$ cat src/rtl/rv32v_types_pkg.sv
// Shared types for the rv32v memory stage: data-memory arbiter state, request payload and widths.
package rv32v_types_pkg;

  localparam int unsigned ARB_STARVE_W = 8;
  localparam int unsigned ARB_XLEN     = 32;
  localparam int unsigned ARB_BE_W     = 4;

  typedef enum logic [1:0] {
    IDLE    = 2'd0,
    ISSUE_S = 2'd1,
    ISSUE_V = 2'd2,
    LOCKED  = 2'd3
  } arb_state_t;

  typedef struct packed {
    logic                  ren;
    logic                  wen;
    logic [ARB_XLEN-1:0]   addr;
    logic [ARB_XLEN-1:0]   wdata;
    logic [ARB_BE_W-1:0]   byte_en;
  } arb_req_t;

endpackage

$ cat src/rtl/rv32v_dmem_arb_perf.sv
// Grant and scalar-stall event counters for the data-memory arbiter (used under RV32V_DMEM_ARB_PERF_EN).
module rv32v_dmem_arb_perf (
  input  logic        CLK,
  input  logic        RST,
  input  logic        s_grant,
  input  logic        v_grant,
  input  logic        s_stall,
  output logic [31:0] perf_s_grants,
  output logic [31:0] perf_v_grants,
  output logic [31:0] perf_s_stall_cycles
);

  // Free-running counters, wrapping at 2^32.
  always_ff @(posedge CLK) begin
    if (RST) begin
      perf_s_grants       <= '0;
      perf_v_grants       <= '0;
      perf_s_stall_cycles <= '0;
    end else begin
      if (s_grant) perf_s_grants       <= perf_s_grants + 32'(1);
      if (v_grant) perf_v_grants       <= perf_v_grants + 32'(1);
      if (s_stall) perf_s_stall_cycles <= perf_s_stall_cycles + 32'(1);
    end
  end

endmodule

$ cat src/rtl/rv32v_dmem_arbiter.sv
// Scalar/vector arbiter for the shared data-memory bus with vector bus locking and scalar starvation guard.
// Optional performance counters are enabled by defining RV32V_DMEM_ARB_PERF_EN.
module rv32v_dmem_arbiter
  import rv32v_types_pkg::*;
#(
  parameter int unsigned STARVE_LIMIT = 8
) (
  input  logic                CLK,
  input  logic                RST,
  input  logic                s_ren,
  input  logic                s_wen,
  input  logic [31:0]         s_addr,
  input  logic [31:0]         s_wdata,
  input  logic [3:0]          s_byte_en,
  output logic                s_busy,
  output logic [31:0]         s_rdata,
  output logic                s_error,
  input  logic                v_ren,
  input  logic                v_wen,
  input  logic [31:0]         v_addr,
  input  logic [31:0]         v_wdata,
  input  logic [3:0]          v_byte_en,
  input  logic                v_lock,
  output logic                v_busy,
  output logic [31:0]         v_rdata,
  output logic                v_error,
  output logic                bus_ren,
  output logic                bus_wen,
  output logic [31:0]         bus_addr,
  output logic [31:0]         bus_wdata,
  output logic [3:0]          bus_byte_en,
  input  logic                bus_busy,
  input  logic [31:0]         bus_rdata,
  input  logic                bus_error
`ifdef RV32V_DMEM_ARB_PERF_EN
  ,
  output logic [31:0]         perf_s_grants,
  output logic [31:0]         perf_v_grants,
  output logic [31:0]         perf_s_stall_cycles
`endif
);

  localparam logic [ARB_STARVE_W-1:0] LIMIT      = ARB_STARVE_W'(STARVE_LIMIT);
  localparam logic [ARB_STARVE_W-1:0] STARVE_MAX = '1;

  arb_state_t               state_q;
  arb_req_t                 req_q;
  arb_req_t                 s_pkt;
  arb_req_t                 v_pkt;
  logic [ARB_STARVE_W-1:0]  starve_q;
  logic [ARB_STARVE_W-1:0]  starve_d;
  logic                     s_req;
  logic                     v_req;
  logic                     starved;
  logic                     s_latch;
  logic                     v_latch;
  logic                     s_wait;
  logic                     s_done;
  logic                     v_done;

  assign s_req = s_ren | s_wen;
  assign v_req = v_ren | v_wen;
  assign s_pkt = '{ren: s_ren, wen: s_wen, addr: s_addr, wdata: s_wdata, byte_en: s_byte_en};
  assign v_pkt = '{ren: v_ren, wen: v_wen, addr: v_addr, wdata: v_wdata, byte_en: v_byte_en};

  // Grant decisions; a starved scalar overrides both vector priority and the lock.
  always_comb begin
    starved  = (starve_q >= LIMIT);
    s_latch  = (state_q == IDLE) && s_req && (starved || !v_req);
    v_latch  = v_req && (((state_q == IDLE) && !(starved && s_req)) ||
                         ((state_q == LOCKED) && !starved));
    s_wait   = s_req && !s_latch && (state_q != ISSUE_S);
    starve_d = starve_q;
    if (s_latch) begin
      starve_d = '0;
    end else if (s_wait && (starve_q != STARVE_MAX)) begin
      starve_d = starve_q + ARB_STARVE_W'(1);
    end
  end

  always_ff @(posedge CLK) begin
    if (RST) begin
      state_q  <= IDLE;
      req_q    <= '0;
      starve_q <= '0;
    end else begin
      starve_q <= starve_d;
      case (state_q)
        IDLE: begin
          if (v_latch) begin
            req_q   <= v_pkt;
            state_q <= ISSUE_V;
          end else if (s_latch) begin
            req_q   <= s_pkt;
            state_q <= ISSUE_S;
          end
        end
        ISSUE_S: begin
          if (!bus_busy) begin
            req_q   <= '0;
            state_q <= IDLE;
          end
        end
        ISSUE_V: begin
          if (!bus_busy) begin
            req_q   <= '0;
            state_q <= (v_lock && !starved) ? LOCKED : IDLE;
          end
        end
        LOCKED: begin
          if (v_latch) begin
            req_q   <= v_pkt;
            state_q <= ISSUE_V;
          end else if (starved || !v_lock) begin
            state_q <= IDLE;
          end
        end
        default: state_q <= IDLE;
      endcase
    end
  end

  // Response routing: only a still-requesting owner sees the completion.
  assign s_done  = (state_q == ISSUE_S) && !bus_busy && s_req;
  assign v_done  = (state_q == ISSUE_V) && !bus_busy && v_req;
  assign s_busy  = s_req && !s_done;
  assign v_busy  = v_req && !v_done;
  assign s_rdata = s_done ? bus_rdata : '0;
  assign v_rdata = v_done ? bus_rdata : '0;
  assign s_error = s_done && bus_error;
  assign v_error = v_done && bus_error;

  assign bus_ren     = req_q.ren;
  assign bus_wen     = req_q.wen;
  assign bus_addr    = req_q.addr;
  assign bus_wdata   = req_q.wdata;
  assign bus_byte_en = req_q.byte_en;

`ifdef RV32V_DMEM_ARB_PERF_EN
  rv32v_dmem_arb_perf u_perf (
    .CLK                 (CLK),
    .RST                 (RST),
    .s_grant             (s_latch),
    .v_grant             (v_latch),
    .s_stall             (s_wait),
    .perf_s_grants       (perf_s_grants),
    .perf_v_grants       (perf_v_grants),
    .perf_s_stall_cycles (perf_s_stall_cycles)
  );
`endif

endmodule
$ cat config.mk
export PLATFORM = sky130hd
export DESIGN_NAME = rv32v_dmem_arbiter
export DESIGN_NICKNAME = d
export VERILOG_FILES = /design/src/rtl/rv32v_types_pkg.sv /design/src/rtl/rv32v_dmem_arb_perf.sv /design/src/rtl/rv32v_dmem_arbiter.sv
export SDC_FILE = /design/constraint.sdc
export NUM_CORES = 1
export LEC_CHECK = 0
export CAP_MARGIN = 0
export CORE_MARGIN = 4
export CORE_UTILIZATION = 28
export CTS_CLUSTER_DIAMETER = 200
export DETAILED_ROUTE_END_ITERATION = 6
export PLACE_DENSITY = 0.68
export REMOVE_ABC_BUFFERS = 1
export SLEW_MARGIN = 10
export SYNTH_ARGS = -nofsm -noshare
export SYNTH_HDL_FRONTEND = slang
export SYNTH_SLANG_ARGS = --single-unit
$ cat constraint.sdc
create_clock -name CLK -period 6.7 [get_ports CLK]
set_clock_uncertainty 0.05 [all_clocks]
set_input_delay 1.005 -clock CLK [delete_from_list [all_inputs] [get_ports CLK]]
set_output_delay 1.005 -clock CLK [all_outputs]
set_load 0.02 [all_outputs]
==> results by group <==
Floorplan
  – Die footprint: 0.0179 mm^2
  – Die Ht: roughly 130 um
  – Core area: 0.0154 mm^2
  – Die X-Extent: 134 um
  – I/O Pins: between 300 and 400
  – Initial Util: between 20% and 30%
  – FP Rows: 45

STA
  – Endpoints failing hold: 0
  – Final Slew Violations: 0
  – Final setup margin: 2.31 ns
  – Final Cycle Share: 65.5%
  – Worst Max-Slew Pin Slew: ~1.2 ns
  – Minimum clock period: 4.39 ns
  – TNS Setup: 0 ns
  – WHS: 0.475 ns
  – Max Clock Freq: 228 MHz
  – Setup violators final: 0
  – Slew margin rel.: 21.1%
  – Unrepaired setup endpoints after global routing: no

Synth
  – #FFs+latches synth: 80
  – Synth unique cells: 46
  – Yosys warning total: 0
  – Syn Area/Cell: 8.54 um^2
  – Post-synth ARST share: 0%
  – Sequential area share after synthesis: a little over a third
  – Post-synth top flop: dfxtp_1
  – Mapped Area: 0.00444 mm^2
  – Post-synth EDFFs: 0
  – Cell count after synthesis: 520

Final layout
  – Layout overhead on the synthesized area: 79.9%
  – Number of fill cells: roughly 1.4k
  – FF+latch area: 0.00160 mm^2
  – Area of the multi-input gates: 0.00258 mm^2
  – Share of post-route cells with drive strength above 1: under 10%
  – Finished Layout Cells: 1003
  – # nets final: 970
  – Final core occ: 52.0%
  – Diodes inserted: 0
  – Fin area: 0.00799 mm^2

Detailed routing
  – DRC Markers: 0
  – WL/cell: roughly 18 um
  – Post-Route WL: between 15 and 20 mm
  – Antenna viol nets, final: 0
  – Vias/cell: 5.27
  – 1st-pass router iterations: 4
  – Number of vias in the routed layout: 5289
  – Detailed router's first-iteration violation count: 120

Power and ir drop
  – Switching power: 886 uW
  – Sw frac: 38.2%
  – Clock power share: around a quarter
  – Pleak: 2.77 nW
  – Combinational Power Share: 48.0%
  – PD cells: 290 mW/mm^2
  – Worst ir drop on vdd: 0.000150 V
  – Sequential power share: 28.6%
  – Pwr Total: 2.32 mW
  – Total internal power: 1.43 mW

Clocking
  – Clk sinks: 80
  – Clk Latency, worst-skew pair: 0.33 ns
  – Longest Clk Path Bufs: 2
  – Root Driver: clkbuf_16
  – Setup Buffers After CTS: 0
  – CTS tree: done
  – CTS H-tree depth: 3
  – Hold-fix buffers, CTS: 0
  – # resized after CTS: 0
  – Num CTS Buffers: 9
  – Worst-path clk slew: about 0.060 ns

Placed design
  – Number of buffers added on ports: 314
  – Placed Area: 0.00766 mm^2
  – Hpwl dp: 13.6 mm
  – Post-Place Worst Slack: ~2.3 ns
  – Placed cells: 987
  – Placer Congestion: 0.794

Setup path
  – CP Capture Type: output pin
  – Kind of critical path: input port to output pin
  – CP bufs+invs: 2
  – Crit path DAT: around 3.3 ns
  – CP Cell Sequence: clkdlybuf4s50_1 > or2_2 > and3_1 > and2_1 > clkdlybuf4s50_1
  – Startpoint types: input port
  – Critical Path Max Stage Delay: 0.73 ns
  – CP max-delay cell: and3_1
  – CP delay by family, top: simple AND/OR/NAND/NOR gates
  – Critical Path RT: 5.64 ns
  – Max FO, Critical Path: 33
  – Most frequent CP cell: clkdlybuf4s50_1

Outcome
  – Outcome: complete, no violations

Flow run
  – Max_cap viols: 0

Worst hold path
  – Worst hold path class: register to register

GRT
  – All-Layer GR Usage: 19.2%
  – Vias in the first global route: 5148
  – Largest net degree at the start of global routing: between 70 and 80
  – First-pass GRT wire length: 27.9 mm
  – Grt ovf: 0
  – Antenna violations before repair: 0
==> sequential cells by signal, summed over array words and instances (netlist names) <==
register     flops
starve_q         8
bus_addr        32
bus_wen          1
bus_byte_en      4
bus_ren          1
bus_wdata       32
state_q          2
==> path summary, 6_finish.rpt <==
kind | slack [ns] | start | end | cells past startpoint
min | 0.47 | starve_q[0] | starve_q[0] | 2
max reg2reg | 3.69 | state_q[0] | bus_addr[1] | 7
max | 2.31 | v_wen | v_rdata[21] | 5
min reg2reg | 0.47 | starve_q[0] | starve_q[0] | 2
==> power groups by stage <==
stage / combinational (mW) / clock (mW) / sequential [mW]
floorplan: 0.437 / 0 / 0.804
global placement: 1.10 / 0 / 0.665
detailed placement: 1.12 / 0 / 0.670
CTS: 1.12 / 0.555 / 0.662
global route: 1.20 / 0.576 / 0.676
finish: 1.11 / 0.543 / 0.662
==> worst register-to-register path, delay by kind of cell, from the launching register on <==
family          cells  cell delay (ns)
buf+inv             2             0.64
compound gates      2             0.41
fa+ha+maj           1             0.39
simple gates        2             1.02
flops               1             0.35
==> Yosys cell counts (all sizes together) (3+ instances only) <==
master	instances	area (um^2)
clkbuf	49	184
o31ai	4	30.0
nand4	3	18.8
nor2	8	30.0
ha	6	75.1
buf	16	91.3
and2	70	438
nand3	6	30.0
nand2	6	22.5
a32oi	68	596
a211oi	70	526
a31oi	3	18.8
or2	3	18.8
inv	6	22.5
a21oi	80	400
nor3b	3	22.5
dfxtp	80	1600
a311oi	4	35.0
==> cells in the final DEF, fill, tap and decap left out, types with 7 or more instances in the layout <==
master           netlist  routed
and2_1                70      69
dfxtp_1               80      80
a32oi_1               68      68
a211oi_1              70      70
a21oi_1               80      80
clkbuf_16              0       9
nor2_1                 8       8
clkdlybuf4s50_1        0     313
buf_4                  0       7
==> logic make-up (layout without fill, tap and decap cells) <==
| group | after synthesis | count (layout) | share of synthesized area [%] |
|---|---|---|---|
| AOI/OAI and AO/OA | 244 | 244 | 38.9 |
| DFF | 80 | 80 | 36.1 |
| muxes | 2 | 2 | 0.451 |
| adders and majority gates | 6 | 6 | 1.69 |
| buffers and inverters | 71 | 343 | 6.71 |
| and+or+nand+nor | 117 | 117 | 16.1 |
==> per-layer routing <==
layer | GRT usage [%] | wire length, um
met1 | 22.0 | 7290
met2 | 34.1 | 9130
met3 | 5.74 | 1560
met4 | 5.83 | 358
met5 | 0 | 0
==> layout make-up <==
type,count,area share [%]
Timing Repair Buffer,321,39.9
Multi-Input combinational cell,369,32.3
Sequential cell,80,20.1
Tap cell,211,3.31
Clock buffer,9,2.82
Clock inverter,7,1.25
Inverter,6,0.282
(Power assumes the default switching activity.)
